File: src/rtl/id_ex_skid_stage.sv
// id_ex_skid_stage: decode->execute stage with a 2-entry skid buffer and registered in_ready.
// Define ID_EX_BYPASS_EN to add the writeback bypass on capture and the refresh of held operands.
module id_ex_skid_stage #(
  parameter int DATA_W = 16,
  parameter int ADDR_W = 4,
  parameter int CTRL_W = 8
) (
  input  logic              clock,
  input  logic              reset,
  input  logic              flush,
  input  logic              in_valid,
  output logic              in_ready,
  input  logic [ADDR_W-1:0] in_rs_addr,
  input  logic [ADDR_W-1:0] in_rt_addr,
  input  logic [DATA_W-1:0] in_rs_data,
  input  logic [DATA_W-1:0] in_rt_data,
  input  logic [DATA_W-1:0] in_imm,
  input  logic [CTRL_W-1:0] in_ctrl,
  input  logic [ADDR_W-1:0] in_dest,
  input  logic              in_wen,
  input  logic              wb_en,
  input  logic [ADDR_W-1:0] wb_dest,
  input  logic [DATA_W-1:0] wb_data,
  output logic              out_valid,
  input  logic              out_ready,
  output logic [DATA_W-1:0] out_rs_data,
  output logic [DATA_W-1:0] out_rt_data,
  output logic [DATA_W-1:0] out_imm,
  output logic [CTRL_W-1:0] out_ctrl,
  output logic [ADDR_W-1:0] out_dest,
  output logic              out_wen
);
  typedef struct packed {
    logic [DATA_W-1:0] rs;
    logic [DATA_W-1:0] rt;
    logic [DATA_W-1:0] imm;
    logic [CTRL_W-1:0] ctrl;
    logic [ADDR_W-1:0] dest;
    logic              wen;
`ifdef ID_EX_BYPASS_EN
    logic [ADDR_W-1:0] rs_addr;
    logic [ADDR_W-1:0] rt_addr;
`endif
  } entry_t;

  entry_t main_q, main_d, skid_q, skid_d, in_e, main_held, skid_held;
  logic   main_valid_q, main_valid_d, skid_valid_q, skid_valid_d;
  logic   take_in, take_out, adv;

  // Applies a same-edge register-file write to an entry's operands; r0 is never bypassed.
  function automatic entry_t refresh(input entry_t e);
    entry_t r;
    r = e;
`ifdef ID_EX_BYPASS_EN
    if (wb_en && wb_dest != '0) begin
      if (wb_dest == e.rs_addr) r.rs = wb_data;
      if (wb_dest == e.rt_addr) r.rt = wb_data;
    end
`endif
    return r;
  endfunction

`ifndef ID_EX_BYPASS_EN
  logic unused;
  assign unused = ^{in_rs_addr, in_rt_addr, wb_en, wb_dest, wb_data};
`endif

  always_comb begin
    in_e = '0;
    in_e.rs = in_rs_data;
    in_e.rt = in_rt_data;
    in_e.imm = in_imm;
    in_e.ctrl = in_ctrl;
    in_e.dest = in_dest;
    in_e.wen = in_wen;
`ifdef ID_EX_BYPASS_EN
    in_e.rs_addr = in_rs_addr;
    in_e.rt_addr = in_rt_addr;
`endif
    in_e = refresh(in_e);
    main_held = refresh(main_q);
    skid_held = refresh(skid_q);
    take_in = in_valid && !skid_valid_q;
    take_out = main_valid_q && out_ready;
    adv = !main_valid_q || take_out;
    main_d = !adv ? main_held : skid_valid_q ? skid_held : take_in ? in_e : main_held;
    skid_d = (!skid_valid_q && take_in && !adv) ? in_e : skid_held;
    main_valid_d = !flush && (adv ? (skid_valid_q || take_in) : 1'b1);
    skid_valid_d = !flush && (skid_valid_q ? !take_out : (take_in && !adv));
  end

  always_ff @(posedge clock or negedge reset) begin
    if (!reset) begin
      main_q <= '0;
      skid_q <= '0;
      main_valid_q <= 1'b0;
      skid_valid_q <= 1'b0;
    end else begin
      main_q <= main_d;
      skid_q <= skid_d;
      main_valid_q <= main_valid_d;
      skid_valid_q <= skid_valid_d;
    end
  end

  assign in_ready = !skid_valid_q;
  assign out_valid = main_valid_q;
  assign out_rs_data = main_q.rs;
  assign out_rt_data = main_q.rt;
  assign out_imm = main_q.imm;
  assign out_ctrl = main_q.ctrl;
  assign out_dest = main_q.dest;
  assign out_wen = main_q.wen;
endmodule
File: config.mk
export PLATFORM = sky130hd
export DESIGN_NAME = id_ex_skid_stage
export DESIGN_NICKNAME = d
export VERILOG_FILES = /design/src/rtl/id_ex_skid_stage.sv
export SDC_FILE = /design/constraint.sdc
export NUM_CORES = 1
export LEC_CHECK = 0
export ABC_AREA = 1
export ABC_CLOCK_PERIOD_IN_PS = 1600
export BUFFER_PORTS_ARGS = -buffer_cell sky130_fd_sc_hd__buf_2
export CAP_MARGIN = 20
export CORE_ASPECT_RATIO = 0.7
export CORE_MARGIN = 5
export CORE_UTILIZATION = 52
export CTS_CLUSTER_DIAMETER = 50
export CTS_CLUSTER_SIZE = 10
export DETAILED_ROUTE_END_ITERATION = 6
export PLACE_DENSITY = 0.8
export SKIP_LAST_GASP = 1
export SLEW_MARGIN = 20
export SYNTH_ARGS = -nofsm -noshare
export SYNTH_HDL_FRONTEND = slang
export SYNTH_SLANG_ARGS = --single-unit
File: constraint.sdc
create_clock -name clock -period 1.6 [get_ports clock]
set_input_delay 0.08 -clock clock [delete_from_list [all_inputs] [get_ports clock]]
set_output_delay 0.08 -clock clock [all_outputs]
set_load 0.05 [all_outputs]
---- Yosys cells after proc, flatten, opt, wreduce, memory -nomap -nowiden ----
Cells that the tools add are included.
word-level totals
  register bits after elaboration ......... 124
  output and inout port bits .............. 63
cells by class
  mux-type cells .......................... 4
  reductions and logical operators ........ 16
operators by type and width
  kind               number
  $mux 61            2
  $logic_and 1x1->1  7
  $logic_not 1->1    5
  $logic_or 1x1->1   2
  $mux 1             2
  $reduce_and 2->1   1
  $reduce_bool 2->1  1

---- Logic depth before layout (Yosys ltp) ----
Gate-level depths: netlist of run 1.
  word-level depth ........................ 6
  depth in mapped cells ................... 7
  mapped depth without buffers ............ 5

---- Worst setup path before layout of run 1 ----
Ideal clock, no wire load.
  path type ............................... reg2reg
  from .................................... reg main_valid_q, in the netlist out_valid
  to ...................................... reg skid_q (netlist bit skid_held[41])
  library setup time ...................... 0.117 ns
  arrival ................................. 1.370 ns
  data required time ...................... 1.483 ns
  slack ................................... 0.113 ns
  stages on the path, launching flop included .. 7
  cells stage by stage .................... dfrtp_1 inv_1 nor2_4 nand2_2 clkbuf_1 nand2_1 nand2_1
on the way
  word-level cells in the longest chain between the ends .. 4
  elaborated cells on any way between the ends .. 5
  classes of those cells .................. 5 x reduce/logical
RTL lines
  item                                                  line    source
  from (decl)                                           47      logic main_valid_q, main_valid_d, skid_valid_q, skid_valid_d;
  from (signal assigned)                                101     main_valid_q <= main_valid_d;
  $logic_not 1->1 or $logic_and 1x1->1 (tied branches)  85, 84
  $logic_or 1x1->1 (*)                                  85      adv = !main_valid_q || take_out;
  $logic_not 1->1 (*)                                   87      skid_d = (!skid_valid_q && take_in && !adv) ? in_e : skid_held;
  $logic_and 1x1->1 (*)                                 87
  to (signal assigned)                                  100     skid_q <= skid_d;
  to (decl)                                             46      entry_t main_q, main_d, skid_q, skid_d, in_e, main_held, skid_held;
Every way passes the cells marked *; elsewhere a longest branch is shown, timed or not.
A chain may end at the register's enable or synchronous reset.

---- Final worst setup path of run 1 ----
  from .................................... reg skid_valid_q
  to ...................................... out in_ready
on the way
  word-level cells in the longest chain between the ends .. 1
RTL lines
  item                    line  source
  from (decl)             47
  from (signal assigned)  102   skid_valid_q <= skid_valid_d;
  $logic_not 1->1         106   assign in_ready = !skid_valid_q;
  to (decl)               12    output logic in_ready,
No other way between the ends.

==> metrics.txt, run 1 <==
# TYPE chip_impl_metric gauge
chip_impl_metric{name="design.portCount",unit=""} 158
chip_impl_metric{name="floorplan.die.height",unit="um"} 96.71
chip_impl_metric{name="synth_sequential_area_ratio",unit="%"} 55.56
chip_impl_metric{name="initial_utilization",unit="%"} 53.53
chip_impl_info{name="worst-setup-path-type",value="flop to primary output"} 1
chip_impl_metric{name="power.static_leakage",unit="uW"} 0.004357
chip_impl_metric{name="clkSlewWorstSetupHoldPaths",unit="ps"} 50
chip_impl_metric{name="synth.avg_cell_area",unit="um^2"} 7.641
chip_impl_metric{name="core-area",unit="um^2"} 10430
chip_impl_metric{name="fillers",unit=""} 791
chip_impl_metric{name="max_freq",unit="MHz"} 653.0
chip_impl_metric{name="tritoncts_num_sinks",unit=""} 124
chip_impl_metric{name="p_per_area",unit="nW/um^2"} 1333
chip_impl_info{name="hold_crit_path_type",value="input pin to flop"} 1
chip_impl_metric{name="dpl.cell_count",unit=""} 968
chip_impl_metric{name="max-slew-margin-rel",unit="%"} 70.04
chip_impl_metric{name="ant_nets",unit=""} 0
chip_impl_metric{name="multi_input_area",unit="um^2"} 2218
chip_impl_info{name="tritoncts",value="yes"} 1
chip_impl_metric{name="synth.ff_latch_count",unit=""} 124
chip_impl_info{name="crit_family",value="buffers and inverters"} 1
chip_impl_metric{name="layout_skew",unit="ps"} 6.696
chip_impl_metric{name="cts.repair_timing.setup_buffer_count",unit=""} 0
chip_impl_metric{name="global_route_wire_length_before_repair",unit="um"} 25400
chip_impl_info{name="cpMaxStageDelayCell",value="sky130_fd_sc_hd__dfrtp_2"} 1
chip_impl_info{name="rsz0062_at_grt",value="false"} 1
chip_impl_metric{name="placement_rows",unit=""} 31
chip_impl_metric{name="regArea",unit="um^2"} 3104
chip_impl_metric{name="cts-buffers-inserted",unit=""} 17
chip_impl_metric{name="critPathArrivalTime",unit="ps"} 1450
chip_impl_metric{name="critical_path_required",unit="ps"} 1520
chip_impl_metric{name="worst_hold_slack",unit="ps"} 79.44
chip_impl_metric{name="fin_tns_setup",unit="ps"} 0
chip_impl_metric{name="routed_via_density",unit=""} 4.997
chip_impl_metric{name="place_congestion",unit=""} 0.8019
chip_impl_metric{name="clockBufferDepth",unit=""} 2
chip_impl_metric{name="grt_start_max_net_pins",unit=""} 50
chip_impl_info{name="path_cells",value="inv_2, buf_12, buf_4"} 1
chip_impl_info{name="end_kind",value="primary output"} 1
chip_impl_metric{name="path_buf_inv",unit=""} 3
chip_impl_metric{name="number_of_global_route_vias_before_repair",unit=""} 5044
chip_impl_info{name="worstSetupStartpointType",value="flop"} 1
chip_impl_metric{name="worst_slew_pin_slew",unit="ps"} 449.3
chip_impl_metric{name="clkLatencyLatePin",unit="ps"} 400
chip_impl_metric{name="max_stage_delay",unit="ps"} 500
chip_impl_metric{name="die-width",unit="um"} 133.9
chip_impl_metric{name="slew_violations",unit=""} 0
chip_impl_metric{name="wl_per_cell",unit="um"} 14.18
chip_impl_info{name="synth_top_area_cell",value="sky130_fd_sc_hd__dfrtp_1"} 1
chip_impl_metric{name="wl",unit="um"} 15060
chip_impl_metric{name="syn_area",unit="um^2"} 5585
chip_impl_metric{name="syn_to_final_growth",unit="%"} 36.54
chip_impl_metric{name="post-route-period-util",unit="%"} 95.72
chip_impl_metric{name="crit_path_max_fanout",unit=""} 25
chip_impl_metric{name="netlist_instances",unit=""} 731
chip_impl_metric{name="final-instance-count-excl-fill",unit=""} 1062
chip_impl_info{name="synthTopCellsByArea",value="sky130_fd_sc_hd__dfrtp_1 56%, sky130_fd_sc_hd__nand2_1 33%, sky130_fd_sc_hd__nand3_1 5.5%"} 1
chip_impl_metric{name="drt_pre_antenna_iters",unit=""} 6
chip_impl_metric{name="drive_gt1_share",unit="%"} 19.89
chip_impl_metric{name="detailedRoute.firstIterationViolations",unit=""} 403
chip_impl_metric{name="finish.net_count",unit=""} 1014
chip_impl_info{name="root_buffer_cell",value="sky130_fd_sc_hd__clkbuf_16"} 1
chip_impl_metric{name="gr-total-overflow",unit=""} 0
chip_impl_metric{name="dpl-instance-area",unit="um^2"} 6384
chip_impl_metric{name="diode_insertion_count_for_antenna_repair",unit=""} 0
chip_impl_metric{name="cap_violations",unit=""} 0
chip_impl_metric{name="portBuffers",unit=""} 128
chip_impl_info{name="status",value="finished, final reports clean"} 1
chip_impl_metric{name="synth_top_area_share",unit="%"} 55.56
chip_impl_metric{name="period_minus_slack",unit="ps"} 1531
chip_impl_metric{name="grt_usage",unit="%"} 24.07
chip_impl_metric{name="layout.cell_area.non_filler",unit="um^2"} 7626
chip_impl_metric{name="synth.lib_cells_used.distinct",unit=""} 15
chip_impl_metric{name="hold_violations",unit=""} 0
chip_impl_metric{name="dp_hpwl",unit="um"} 9073
chip_impl_metric{name="grt_antenna_before_repair",unit=""} 0
chip_impl_metric{name="via_count",unit=""} 5307
chip_impl_metric{name="die-area",unit="um^2"} 12950
chip_impl_metric{name="final-setup-viol-count",unit=""} 0
chip_impl_metric{name="maximum_ir_drop_on_the_vdd_rail",unit="uV"} 898.2
chip_impl_metric{name="route.detailed.drc",unit=""} 0
chip_impl_metric{name="synth_fp_nets",unit=""} 826
chip_impl_metric{name="ctsHtreeMaxLevel",unit=""} 4
chip_impl_metric{name="yosysWarningCount",unit=""} 0
worst paths after layout:
path / from / slack [ps] / cells after the start / to
max: skid_valid_q / 70 / 3 / in_ready
min: in_valid / 80 / 3 / out_valid
max reg2reg: skid_valid_q / 220 / 4 / skid_held[36]
min reg2reg: out_rt_data[6] / 460 / 2 / out_rt_data[6]
max in group asynchronous: reset / 890 / 3 / skid_held[56]
min in group asynchronous: reset / 160 / 2 / out_imm[5]
what timing repair did:
action                                 CTS  global route
setup endpoints to repair                1             0
hold buffers                            64             0
endpoints found under the hold margin  228             0
gates resized for setup                  1             0
layout make-up:
class                   count  share of cell area [%]
flip-flops and latches    124                   40.71
clock inverters             8                   1.509
repair buffers            212                   19.98
well taps                 132                   2.166
multi-input cells         560                   29.09
clock buffers              22                   6.349
inverters                   4                  0.1969
per-stage QoR:
| stage | setup slack, ps | util (%) | power [uW] |
|---|---|---|---|
| 6_report | 68.52 | 73.09 | 10170 |
| 4_1_cts | 51.06 | 73.09 | 10240 |
| 3_5_place_dp | 240.6 | 61.18 | 6196 |
| 2_1_floorplan | 113.1 | - | 5527 |
| 3_3_place_gp | 254.3 | 61.18 | 6136 |
| 5_1_grt | 12.71 | 73.09 | 10660 |
where the power goes:
group          internal (uW)  switching [uW]
sequential              3700             317
clock                   2580            1300
combinational            661            1610
total                   6950            3220
state kept, by name, summed over array words and instances, names as in the netlist:
register / flops
skid_held: 61
out_imm: 16
out_rs_data: 16
out_rt_data: 16
out_ctrl: 8
out_dest: 4
out_valid: 1
out_wen: 1
skid_valid_q: 1
worst min-delay path, delay by kind of cell:
kind / cells / cell delay, ps
and+or+nand+nor: 1 / 80
AOI/OAI and AO/OA: 1 / 150
buffers and inverters: 1 / 130
cell usage in the layout, fill, tap and decap left out, drive strengths merged:
cell         netlist  routed
clkinv             0       5
a21oi              2       2
nand3             61      61
clkbuf             1      22
inv                4       4
nand2            492     492
o21ai              1       1
dfrtp            124     124
dlygate4sd3        0      64
nor2               4       4
buf               42     148
bufinv             0       3
metal layers:
layer,track usage (%),up-vias,wire (um)
li1,-,2612,-
met1,34.10,2453,6720
met2,37.41,221,7021
met3,4.409,21,1085
met4,8.300,0,230
met5,0,-,0
synthesized netlist by cell type (all sizes together):
cell    number
nand2      492
o21ai        1
buf         42
nor2         4
inv          4
nand3       61
a21oi        2
dfrtp      124
clkbuf       1
logic make-up after synthesis:
group           count (synthesis)  share of synthesized area [%]
simple gates                  557                          39.16
flops                         124                          55.56
buf+inv                        47                          4.816
compound gates                  3                         0.4705
Note: power is estimated with default switching activity, not from simulation.
==> run 2: changes to the inputs <==
Settings changed: CORE_UTILIZATION 52 to 40, PLACE_DENSITY 0.8 to default.
==> run 2 against run 1 <==
Against the previous run: via count grew 0.13%; combinational power barely moved; die area grew 27%; core utilization is 17 points lower; first-iteration DRC count decreased by 16%; largest power group unchanged; total power down 1.1%; critical path type unchanged.
==> metrics.txt, run 2 (same netlist as run 1, synthesis figures left out) <==
# TYPE chip_impl_metric gauge
chip_impl_metric{name="die-width",unit="um"} 151.2
chip_impl_info{name="status",value="finished, final reports clean"} 1
chip_impl_metric{name="path_buf_inv",unit=""} 3
chip_impl_metric{name="clockBufferDepth",unit=""} 2
chip_impl_info{name="most_frequent_standard_cell_in_the_layout_excluding_fill_and_tap_cells",value="sky130_fd_sc_hd__nand2_1"} 1
chip_impl_metric{name="global_route_wire_length_before_repair",unit="um"} 26080
chip_impl_metric{name="worst_hold_slack",unit="ps"} 121.8
chip_impl_metric{name="critical_path_required",unit="ps"} 1520
chip_impl_metric{name="syn_to_final_growth",unit="%"} 37.30
chip_impl_info{name="rsz0062_at_grt",value="false"} 1
chip_impl_metric{name="initial_utilization",unit="%"} 40.52
chip_impl_info{name="root_buffer_cell",value="sky130_fd_sc_hd__clkbuf_16"} 1
chip_impl_metric{name="slew_violations",unit=""} 0
chip_impl_metric{name="grt_usage",unit="%"} 20.33
chip_impl_metric{name="max_stage_delay",unit="ps"} 480
chip_impl_metric{name="grt_antenna_before_repair",unit=""} 0
chip_impl_metric{name="largest_register_ff_count",unit=""} 61
chip_impl_metric{name="die-area",unit="um^2"} 16460
chip_impl_info{name="crit_family",value="buffers and inverters"} 1
chip_impl_metric{name="finish.net_count",unit=""} 1011
chip_impl_metric{name="portBuffers",unit=""} 128
chip_impl_metric{name="floorplan.die.height",unit="um"} 108.9
chip_impl_metric{name="maximum_ir_drop_on_the_vdd_rail",unit="uV"} 676.0
chip_impl_metric{name="post-route-period-util",unit="%"} 96.01
chip_impl_metric{name="worst_slew_pin_slew",unit="ps"} 385.0
chip_impl_metric{name="drive_gt1_share",unit="%"} 19.50
chip_impl_metric{name="grt_start_max_net_pins",unit=""} 52
chip_impl_metric{name="routed_via_density",unit=""} 4.753
chip_impl_metric{name="max-slew-margin-rel",unit="%"} 74.33
chip_impl_metric{name="ant_nets",unit=""} 0
chip_impl_metric{name="p_per_area",unit="nW/um^2"} 1311
chip_impl_info{name="most-common-layout-cells",value="491 x sky130_fd_sc_hd__nand2_1, 126 x sky130_fd_sc_hd__buf_2, 123 x sky130_fd_sc_hd__dfrtp_1"} 1
chip_impl_metric{name="core-area",unit="um^2"} 13780
chip_impl_metric{name="clkSlewWorstSetupHoldPaths",unit="ps"} 50
chip_impl_metric{name="dp_hpwl",unit="um"} 9819
chip_impl_metric{name="fillers",unit=""} 1279
chip_impl_info{name="path_cells",value="inv_2, buf_12, buf_4"} 1
chip_impl_metric{name="cap_violations",unit=""} 0
chip_impl_metric{name="layout_skew",unit="ps"} 8.209
chip_impl_metric{name="period_minus_slack",unit="ps"} 1536
chip_impl_metric{name="tritoncts_num_sinks",unit=""} 124
chip_impl_info{name="cpMaxStageDelayCell",value="sky130_fd_sc_hd__dfrtp_2"} 1
chip_impl_metric{name="max_freq",unit="MHz"} 651.0
chip_impl_metric{name="fin_tns_setup",unit="ps"} 0
chip_impl_metric{name="hold_violations",unit=""} 0
chip_impl_info{name="hold_crit_path_type",value="input pin to flop"} 1
chip_impl_metric{name="design.portCount",unit=""} 158
chip_impl_info{name="worst-setup-path-type",value="flop to primary output"} 1
chip_impl_metric{name="clkLatencyLatePin",unit="ps"} 410
chip_impl_metric{name="critPathArrivalTime",unit="ps"} 1460
chip_impl_metric{name="detailedPlace.worstSlack",unit="ps"} 292.6
chip_impl_metric{name="gr-total-overflow",unit=""} 0
chip_impl_metric{name="wl_per_cell",unit="um"} 14.21
chip_impl_info{name="tritoncts",value="yes"} 1
chip_impl_metric{name="crit_path_max_fanout",unit=""} 31
chip_impl_metric{name="cts.repair_timing.setup_buffer_count",unit=""} 0
chip_impl_metric{name="drt_pre_antenna_iters",unit=""} 7
chip_impl_metric{name="setup_ws",unit="ps"} 63.84
chip_impl_metric{name="route.detailed.drc",unit=""} 0
chip_impl_metric{name="via_count",unit=""} 5314
chip_impl_metric{name="ctsHtreeMaxLevel",unit=""} 4
chip_impl_metric{name="placement_rows",unit=""} 36
chip_impl_metric{name="power.static_leakage",unit="uW"} 0.004333
chip_impl_metric{name="diode_insertion_count_for_antenna_repair",unit=""} 0
chip_impl_info{name="worstSetupStartpointType",value="flop"} 1
chip_impl_info{name="end_kind",value="primary output"} 1
chip_impl_metric{name="number_of_global_route_vias_before_repair",unit=""} 5191
chip_impl_metric{name="place_congestion",unit=""} 0.7691
chip_impl_metric{name="detailedRoute.firstIterationViolations",unit=""} 337
chip_impl_metric{name="final-setup-viol-count",unit=""} 0
chip_impl_metric{name="wl",unit="um"} 15880
chip_impl_metric{name="cts-buffers-inserted",unit=""} 17
run 2: cell types whose count changed in the layout (fill, tap and decap cells not counted):
cell / previous run / this run
sky130_fd_sc_hd__clkbuf_1: 1 / 3
sky130_fd_sc_hd__buf_12: 7 / 8
sky130_fd_sc_hd__bufinv_16: 3 / 2
sky130_fd_sc_hd__clkinv_2: 5 / 4
sky130_fd_sc_hd__buf_4: 15 / 11
sky130_fd_sc_hd__clkinvlp_4: 0 / 1
run 2: timing repair:
action / CTS / global route
hold buffers: 64 / 0
endpoints found under the hold margin: 238 / 0
endpoints found under the setup margin: 1 / 0
resized for setup: 1 / 0
run 2: tightest hold or removal path, delay by kind of cell:
kind / cells / cell delay (ps)
compound gates: 1 / 170
buf+inv: 1 / 140
simple gates: 1 / 90
run 2: metal layers:
metal / track usage (%) / routed length [um] / vias to the layer above
met5: 0 / 0 / -
li1: - / - / 2613
met2: 32.74 / 7541 / 157
met3: 5.484 / 982 / 21
met4: 5.692 / 210 / 0
met1: 27.21 / 7149 / 2523
run 2: power breakdown:
part           internal [uW]  leakage, uW  switching, uW
registers               3700      0.00154            308
clock network           2440     0.000286           1330
logic                    662      0.00251           1620
total                   6800      0.00433           3250
run 2: through the flow:
stage	utilization, %	cells	instance area [um^2]	total power (uW)
6_report	55.64	1118	7669	10050
5_1_grt	55.64	1118	7669	10570
4_1_cts	55.64	1118	7669	10150
3_5_place_dp	46.77	1023	6446	6221
3_3_place_gp	46.77	1023	6446	6153
2_1_floorplan	-	731	5585	5527
run 2: final timing paths:
path	from	end	slack (ps)	cells past startpoint
worst max-delay path	skid_valid_q	in_ready	60	3
worst min-delay path	in_valid	out_valid	120	3
worst max register to register	out_valid	skid_held[7]	270	5
worst min register to register	out_rt_data[4]	out_rt_data[4]	460	2
max in group asynchronous	reset	out_imm[15]	870	3
min in group asynchronous	reset	out_rs_data[14]	130	2
run 2: final cells by class:
class                           instances  area, um^2  area share, %
Multi-Input combinational cell        560        2218          28.93
Timing Repair Buffer                  209        1514          19.74
Clock inverter                          7       87.58          1.142
Tap cell                              190       237.7          3.100
Clock buffer                           24       491.7          6.412
Sequential cell                       124        3104          40.48
Inverter                                4       15.01         0.1958
